### src/rtl/rotate_pkg.sv
// Shared constants, output-register state type and the reference rotate-right
// function for the rotate scheduler.
package rotate_pkg;

  localparam int NREQ = 4;
  localparam int W    = 8;
  localparam int AMTW = 3;
  localparam int IDW  = 2;

  typedef enum logic {EMPTY, FULL} state_e;

  // Bit k of the result takes bit (k+amt) mod W of the input.
  function automatic logic [W-1:0] rotr(input logic [W-1:0] d, input logic [AMTW-1:0] amt);
    logic [W-1:0] r;
    r = '0;
    for (int k = 0; k < W; k++) begin
      r[k] = d[(k + int'(amt)) % W];
    end
    return r;
  endfunction

endpackage

### src/rtl/rotate_scheduler_if.sv
// Requester/consumer bundle of the rotate scheduler; slave is the scheduler side.
interface rotate_scheduler_if;
  import rotate_pkg::*;

  logic [NREQ-1:0]      req_valid;
  logic [NREQ*W-1:0]    req_data;
  logic [NREQ*AMTW-1:0] req_amt;
  logic [NREQ-1:0]      req_ready;
  logic                 out_valid;
  logic [W-1:0]         out_data;
  logic [IDW-1:0]       out_id;
  logic                 out_ready;
  logic [15:0]          xfer_count;

  modport slave (
    input  req_valid, req_data, req_amt, out_ready,
    output req_ready, out_valid, out_data, out_id, xfer_count
  );

  modport master (
    output req_valid, req_data, req_amt, out_ready,
    input  req_ready, out_valid, out_data, out_id, xfer_count
  );

endinterface

### src/rtl/rr_arb4.sv
// Combinational 4-way round-robin arbiter: search starts just after last_id,
// so the most recently served requester has the lowest priority.
module rr_arb4
  import rotate_pkg::*;
(
  input  logic [NREQ-1:0] valid,
  input  logic [IDW-1:0]  last_id,
  output logic [NREQ-1:0] grant_onehot,
  output logic [IDW-1:0]  grant_id,
  output logic            any
);

  logic [IDW-1:0] idx;

  // Walk from the farthest offset down to the nearest so the nearest valid requester wins.
  always_comb begin
    grant_id = '0;
    any      = 1'b0;
    idx      = '0;
    for (int k = NREQ; k >= 1; k--) begin
      idx = last_id + k[IDW-1:0];
      if (valid[idx]) begin
        grant_id = idx;
        any      = 1'b1;
      end
    end
  end

  assign grant_onehot = any ? (NREQ'(1) << grant_id) : '0;

endmodule

### src/rtl/rotate_scheduler.sv
// Round-robin scheduler sharing one 8-bit rotate-right datapath among four
// requesters, with a one-entry tagged output register.
module rotate_scheduler
  import rotate_pkg::*;
(
  input logic          clk,
  input logic          rst,
  rotate_scheduler_if.slave bus
);

  state_e          state_q;
  logic [W-1:0]    outData_q;
  logic [W-1:0]    rotData_d;
  logic [IDW-1:0]  outId_q;
  logic [IDW-1:0]  lastId_q;
  logic [15:0]     xferCount_q;
  logic [NREQ-1:0] grantOnehot;
  logic [IDW-1:0]  grantId;
  logic            anyValid;
  logic            canLoad;
  logic            accept;
  logic            drain;
  logic [W-1:0]    selData;
  logic [AMTW-1:0] selAmt;

  rr_arb4 uArb (
    .valid        (bus.req_valid),
    .last_id      (lastId_q),
    .grant_onehot (grantOnehot),
    .grant_id     (grantId),
    .any          (anyValid)
  );

  assign drain         = (state_q == FULL) && bus.out_ready;
  assign canLoad       = (state_q == EMPTY) || bus.out_ready;
  assign accept        = canLoad && anyValid;
  assign bus.req_ready = accept ? grantOnehot : '0;

  always_comb begin
    selData = '0;
    selAmt  = '0;
    for (int i = 0; i < NREQ; i++) begin
      if (grantId == i[IDW-1:0]) begin
        selData = bus.req_data[i*W +: W];
        selAmt  = bus.req_amt[i*AMTW +: AMTW];
      end
    end
  end

  always_comb begin
    rotData_d = selData;
    case (selAmt)
      3'd0: rotData_d = selData;
      3'd1: rotData_d = {selData[0],   selData[7:1]};
      3'd2: rotData_d = {selData[1:0], selData[7:2]};
      3'd3: rotData_d = {selData[2:0], selData[7:3]};
      3'd4: rotData_d = {selData[3:0], selData[7:4]};
      3'd5: rotData_d = {selData[4:0], selData[7:5]};
      3'd6: rotData_d = {selData[5:0], selData[7:6]};
      3'd7: rotData_d = {selData[6:0], selData[7]};
      default: rotData_d = selData;
    endcase
  end

  // A drain without a new winner empties the register; contents are left as they were.
  always_ff @(posedge clk or posedge rst) begin
    if (rst) begin
      state_q     <= EMPTY;
      outData_q   <= '0;
      outId_q     <= '0;
      lastId_q    <= IDW'(NREQ - 1);
      xferCount_q <= '0;
    end else begin
      if (drain) begin
        xferCount_q <= xferCount_q + 16'd1;
      end
      if (accept) begin
        outData_q <= rotData_d;
        outId_q   <= grantId;
        lastId_q  <= grantId;
        state_q   <= FULL;
      end else if (drain) begin
        state_q <= EMPTY;
      end
    end
  end

  assign bus.out_valid  = (state_q == FULL);
  assign bus.out_data   = outData_q;
  assign bus.out_id     = outId_q;
  assign bus.xfer_count = xferCount_q;

endmodule

### src/flat_wrapper.sv
// flat-port wrapper written by rule: the top's interface ports become plain ports
module rotate_scheduler_flat import rotate_pkg::*;
  (clk, rst, bus_req_valid, bus_req_data, bus_req_amt, bus_out_ready, bus_req_ready, bus_out_valid, bus_out_data, bus_out_id, bus_xfer_count);
  rotate_scheduler_if bus_i ();
  input logic clk;
  input logic rst;
  input wire logic [$bits(bus_i.req_valid)-1:0] bus_req_valid;
  input wire logic [$bits(bus_i.req_data)-1:0] bus_req_data;
  input wire logic [$bits(bus_i.req_amt)-1:0] bus_req_amt;
  input wire logic [$bits(bus_i.out_ready)-1:0] bus_out_ready;
  output wire logic [$bits(bus_i.req_ready)-1:0] bus_req_ready;
  output wire logic [$bits(bus_i.out_valid)-1:0] bus_out_valid;
  output wire logic [$bits(bus_i.out_data)-1:0] bus_out_data;
  output wire logic [$bits(bus_i.out_id)-1:0] bus_out_id;
  output wire logic [$bits(bus_i.xfer_count)-1:0] bus_xfer_count;
  assign bus_i.req_valid = bus_req_valid;
  assign bus_i.req_data = bus_req_data;
  assign bus_i.req_amt = bus_req_amt;
  assign bus_i.out_ready = bus_out_ready;
  assign bus_req_ready = bus_i.req_ready;
  assign bus_out_valid = bus_i.out_valid;
  assign bus_out_data = bus_i.out_data;
  assign bus_out_id = bus_i.out_id;
  assign bus_xfer_count = bus_i.xfer_count;
  rotate_scheduler u_core (.clk(clk), .rst(rst), .bus(bus_i));
endmodule
### config.mk
export PLATFORM = sky130hd
export DESIGN_NAME = rotate_scheduler_flat
export DESIGN_NICKNAME = d
export VERILOG_FILES = /design/src/rtl/rotate_pkg.sv /design/src/rtl/rotate_scheduler_if.sv /design/src/rtl/rr_arb4.sv /design/src/rtl/rotate_scheduler.sv /design/src/flat_wrapper.sv
export SDC_FILE = /design/constraint.sdc
export NUM_CORES = 1
export LEC_CHECK = 0
export CELL_PAD_IN_SITES_DETAIL_PLACEMENT = 1
export CELL_PAD_IN_SITES_GLOBAL_PLACEMENT = 2
export CORE_ASPECT_RATIO = 1.1
export CORE_MARGIN = 1
export CORE_UTILIZATION = 24
export DETAILED_ROUTE_END_ITERATION = 7
export GPL_TIMING_DRIVEN = 0
export PLACE_DENSITY_LB_ADDON = 0.1
export SYNTH_ARGS = -nofsm -noshare
export SYNTH_HDL_FRONTEND = slang
export SYNTH_SLANG_ARGS = --single-unit
### constraint.sdc
create_clock -name clk -period 3.6 [get_ports clk]
set_clock_uncertainty 0.1 [all_clocks]
set_input_delay 0.9 -clock clk [delete_from_list [all_inputs] [get_ports clk]]
set_output_delay 0.9 -clock clk [all_outputs]
set_load 0.005 [all_outputs]
# == After elaboration in Yosys (flattened, before gate mapping) ==
# Cells that the tools add are included.
# totals
regBits,29
latch_bits,0
ramBits,0
mem_bits_ro,0
in_bits,51
memories,0
# classes
n_addsub,4
multipliers,0
n_div,0
order_cmp,4
eq_ne,10
n_shift,1
n_mux,29
n_bitwise,1
reduce_logical,6
# ops
op,count
$pmux 8 s8,1
$mux 8,4
$add 16x1->16 const B,1
$eq 3x3->1 const B,4
$lt 2x3->1 const B,4
$mux 3,4
$mux 1,10
$bmux 1 s2,4
$mux 2,4
$mux 4,2
$eq 3x2->1 const B,2
$add 2x2->2 const B,2
$eq 2x2->1 const B,2
$shl 1x2->4 const A,1
$eq 3x1->1 const B,1
$logic_not 3->1,1
$add 2x1->2 const B,1
$eq 2x1->1 const B,1
$logic_and 1x1->1,2
$logic_not 2->1,1
$reduce_bool 2->1,1
$logic_or 1x1->1,1
$not 1->1,1

# == Logic depth before layout (Yosys ltp) ==
# depth
ltp_word,13
mapped_depth,11
depth_no_buf,9

# == Modules after synthesis ==
# From an unflattened synthesis, not the netlist that was laid out.
# hier_totals
cells_unflattened,233
area_unflattened_um2,2194.6
# by_module_without_submodules
module,instances,cells_each,area_each_um2,seq_area_each_um2
rotate_scheduler,1,205,2016.9,728.2
rr_arb4,1,28,177.7,0.0

# == Worst setup path after synthesis ==
# No wires, ideal clock.
# synth_timing
path_type,in2out
from,in bus_req_valid[0]
to,out bus_req_ready[2]
arrival_time_ns,2.036
t_required_ns,2.600
setup_slack_ns,0.564
stages,7
cell_sequence,a21oi_1 > a31oi_1 > a21oi_2 > buf_2 > buf_2 > nand2_1 > nor2_1
# synth_between
elab_chain_len,9
word_cells_on_any_way,20
cone_classes,shift: 1; mux: 18; reduce/logical: 1
# synth_lines
element,line,text
from (decl),flat_wrapper.sv:7,input wire logic [$bits(bus_i.req_valid)-1:0] bus_req_valid;
$bmux 1 s2,rr_arb4.sv:22,if (valid[idx]) begin
$mux 1 (implied by the code),rr_arb4.sv:22,
$mux 2 (4 in a row),rr_arb4.sv:22,
$shl 1x2->4,rr_arb4.sv:29,assign grant_onehot = any ? (NREQ'(1) << grant_id) : '0;
$mux 4,rr_arb4.sv:29,
$mux 4 *,rotate_scheduler.sv:37,assign bus.req_ready = accept ? grantOnehot : '0;
to (decl),flat_wrapper.sv:11,output wire logic [$bits(bus_i.req_ready)-1:0] bus_req_ready;
# Every way passes the cells marked *; elsewhere a longest branch is shown, timed or not. The select of a mux whose other input is x is not followed.

# == Worst setup path after layout ==
# layout_timing
from,in bus_req_valid[1]
to,out bus_req_ready[3]
# Same word-level chain as after synthesis.

==> flow_summary_export.csv <==
group,metric,value,unit
placed_design,dp.cells,461,
clock_tree,path_clk_slew,0.06,ns
clock_tree,hold_buffers,0,
clock_tree,cts_tree,"done",
global_routing,antenna_found_initial,0,
global_routing,grt.overflow.total,0,
yosys,syn_area_per_cell,8.014,sq um
floorplanning,coreArea,0.008539,sq mm
timing,hold_violations,0,
setup_path,crit_end,"bus_req_ready[3]",
routing,routedWlPerCell,15.88,um
run,drv_cap,0,
timing,worst_slew_pin_slew,1.123,ns
clock_tree,insertion_delay,0.28,ns
clock_tree,clkSinkCount,29,
layout,num_antenna_cells,0,
setup_path,critical_path.max_stage_delay,0.50,ns
setup_path,crit_type,"in -> out",
setup_path,slowest_stage,"clkdlybuf4s50_1",
clock_tree,htreeDepth,2,
setup_path,reg2reg_slack,0.59,ns
setup_path,crit-reg2reg-capture,"u_core.bus.out_data[7]",
pwr,power-per-cell-area,540.5,mW/mm^2
placed_design,hpwl,5765,um
layout,finalCoreUtilization,0.3893,
yosys,ys_dominant_reg_cell,"dfrtp_1",
layout,finalNonFillerCells,473,
setup_path,worstReg2RegStart,"u_core.lastId_q[1]",
yosys,yosysSeqAreaShare,0.3378,
yosys,syn-num-nets,321,
timing,finalSetupViolCount,0,
timing,slew_headroom,0.2504,
timing,rsz0062_at_grt,"no",
placed_design,port_buffers,81,
yosys,syn-cell-area,0.002156,sq mm
placed_design,place_congestion,0.7880,
routing,num_vias,2345,
setup_path,critPathArrivalTime,2.52,ns
floorplanning,pin_count,82,
yosys,ys_types,42,
yosys,synth_edf_count,0,
setup_path,reg2reg_depth,9,
global_routing,grt_pass1_vias,2455,
floorplanning,start_util,0.2525,
global_routing,grt_max_degree,30,
routing,drc,0,
yosys,syn-instance-count,269,
routing,ant_nets,0,
setup_path,cp_max_fo,10,
timing,finalCriticalPeriod,3.525,ns
yosys,synth_seq_cells,29,
routing,drt-total-wl,7513,um
setup_path,cp-end-kind,"primary output",
layout,fill_cells,1043,
timing,maxSlewViolCount,0,
yosys,yosysWarningCount,0,
floorplanning,die_h,101.4,um
clock_tree,numCtsBuffers,5,
clock_tree,cts_root_buffer,"clkbuf_8",
setup_path,worst_path_most_repeated_cell,"a21oi_2",
clock_tree,cts_buffer_depth,2,
routing,avgViaCountPerCell,4.958,
timing,timing.final.crit_share,0.9790,
run_status,outcome,"completed",
floorplanning,die_area,0.009366,sq mm
pwr,max-vdd-ir-drop,0.1567,mV
timing,fmax,0.2837,GHz
timing,holdWs,0.3698,ns
pwr,leakagePower,1.376,nW
layout,syn_to_final_growth,54.21,%
setup_path,crit_chain,"clkdlybuf4s15_2 > a21oi_2 > a31oi_1 > a21oi_2 > buf_6 > buf_8 > nand2_2 > nor2_1 > clkdlybuf4s50_1",
layout,finalNetCount,413,
setup_path,worstPathRequired,2.60,ns
setup_path,start_kind,"input pin",
min_path,hold_class,"reg -> reg",
global_routing,grt_usage,0.1703,
routing,drtIter0Drc,83,
setup_path,worstSetupStartpoint,"bus_req_valid[1]",
floorplanning,die_w,92.37,um
floorplanning,row_count,35,
routing,drt_first_pass_iters,4,
global_routing,grt_pass1_wl,12540,um
yosys,async_flop_share,1.000,
layout,drive_gt1_frac,0.1381,
## cell usage in the layout (no fill, tap or decap), types with 5 or more instances in the layout
cell type,synthesis,routed
a21oi_1,21,19
nor3_1,7,7
inv_1,5,5
o21ai_0,14,14
buf_4,2,7
nand3_1,5,5
mux2i_1,16,15
nand2_1,61,60
dfrtp_1,27,27
clkdlybuf4s50_1,0,74
o21ai_1,8,8
nor2_1,20,20
xnor2_1,11,11
clkbuf_8,0,7
buf_2,12,10
## through the flow
| step | instance area (sq um) | TNS [ns] | worst slack (ns) | power, mW |
|---|---|---|---|---|
| CTS | 3317 | 0 | 0.005110 | 1.817 |
| floorplan | 2156 | 0 | 0.5641 | 1.011 |
| detailed placement | 3105 | -6.936 | -0.9215 | 1.432 |
| global placement | 3105 | -6.437 | -0.8746 | 1.424 |
| global route | 3324 | 0 | 0.001390 | 1.939 |
| finish | 3324 | 0 | 0.07544 | 1.797 |
## sequential cells by signal, indices dropped and copies added (netlist names)
register               count
u_core.bus.out_id          2
u_core.bus.xfer_count     16
u_core.bus.out_data        8
u_core.bus.out_valid       1
u_core.lastId_q            2
## logic make-up after synthesis
| group | count (synthesis) | synth area share |
|---|---|---|
| AO/OA/AOI/OAI | 71 | 0.2304 |
| XOR/XNOR | 15 | 0.06094 |
| adder cells (fa/ha/maj) | 1 | 0.005803 |
| buffers and inverters | 23 | 0.05049 |
| flip-flops | 29 | 0.3378 |
| multiplexers | 19 | 0.09112 |
| AND/OR/NAND/NOR | 111 | 0.2234 |
## final cells by class
class	instances	area, sq um	area share
inverters	5	18.77	0.005645
clock inverters	1	30.03	0.009033
multi-input cells	217	1366	0.4110
flip-flops and latches	29	728.2	0.2190
well taps	111	138.9	0.04178
plain buffers	18	122.6	0.03688
clock buffers	7	86.33	0.02597
repair buffers	85	833.3	0.2507
## power by group
| group | switching, mW | internal, mW |
|---|---|---|
| clock network | 0.120 | 0.225 |
| registers | 0.0804 | 0.419 |
| logic | 0.490 | 0.462 |
## critical path, delay by kind of cell
kind / cells / cell delay [ns]
buffers and inverters: 4 / 1.02
AO/OA/AOI/OAI: 3 / 0.40
AND/OR/NAND/NOR: 2 / 0.21
## timing repair
item / 4_1_cts / 5_1_grt
gates resized for setup: 30 / 7
setup endpoints to repair: 12 / 2
setup buffers: 3 / 1
pin swaps: 2 / 2
## Yosys cell counts, types with 3 or more instances
cell / instances / share of area
dfrtp_1: 27 / 0.31
a311oi_1: 3 / 0.012
a32oi_1: 3 / 0.012
nand3_1: 5 / 0.012
nand2_1: 61 / 0.11
mux2i_1: 16 / 0.074
buf_2: 12 / 0.028
a211oi_1: 3 / 0.010
nand2b_1: 4 / 0.012
or3_1: 3 / 0.0087
a32oi_2: 4 / 0.030
inv_1: 5 / 0.0087
clkbuf_1: 4 / 0.0070
nor3_1: 7 / 0.016
nand4_1: 4 / 0.012
nor2_1: 20 / 0.035
xnor2_1: 11 / 0.045
o21ai_1: 8 / 0.019
a21oi_1: 21 / 0.049
xor2_1: 4 / 0.016
o21ai_0: 14 / 0.033
## metal layers
layer  up-vias  wire (um)  global-route usage
met5         -          0                   0
met4         0         98             0.05409
met3         7        236             0.02177
met2        56       3868              0.3168
met1      1138       3309              0.2025
li1       1144          -                   -
## how the worst min path moves through the flow
stage	startpoint	depth (start not counted)	to
after global placement	u_core.bus.xfer_count[15]	1	u_core.bus.xfer_count[15]
after CTS	u_core.bus.xfer_count[15]	1	u_core.bus.xfer_count[15]
after floorplan	u_core.bus.xfer_count[15]	1	u_core.bus.xfer_count[15]
final	u_core.bus.xfer_count[15]	1	u_core.bus.xfer_count[15]
after detailed placement	u_core.bus.xfer_count[15]	1	u_core.bus.xfer_count[15]
after global routing	u_core.bus.xfer_count[15]	1	u_core.bus.xfer_count[15]
Power figures use the tool's default switching activity.
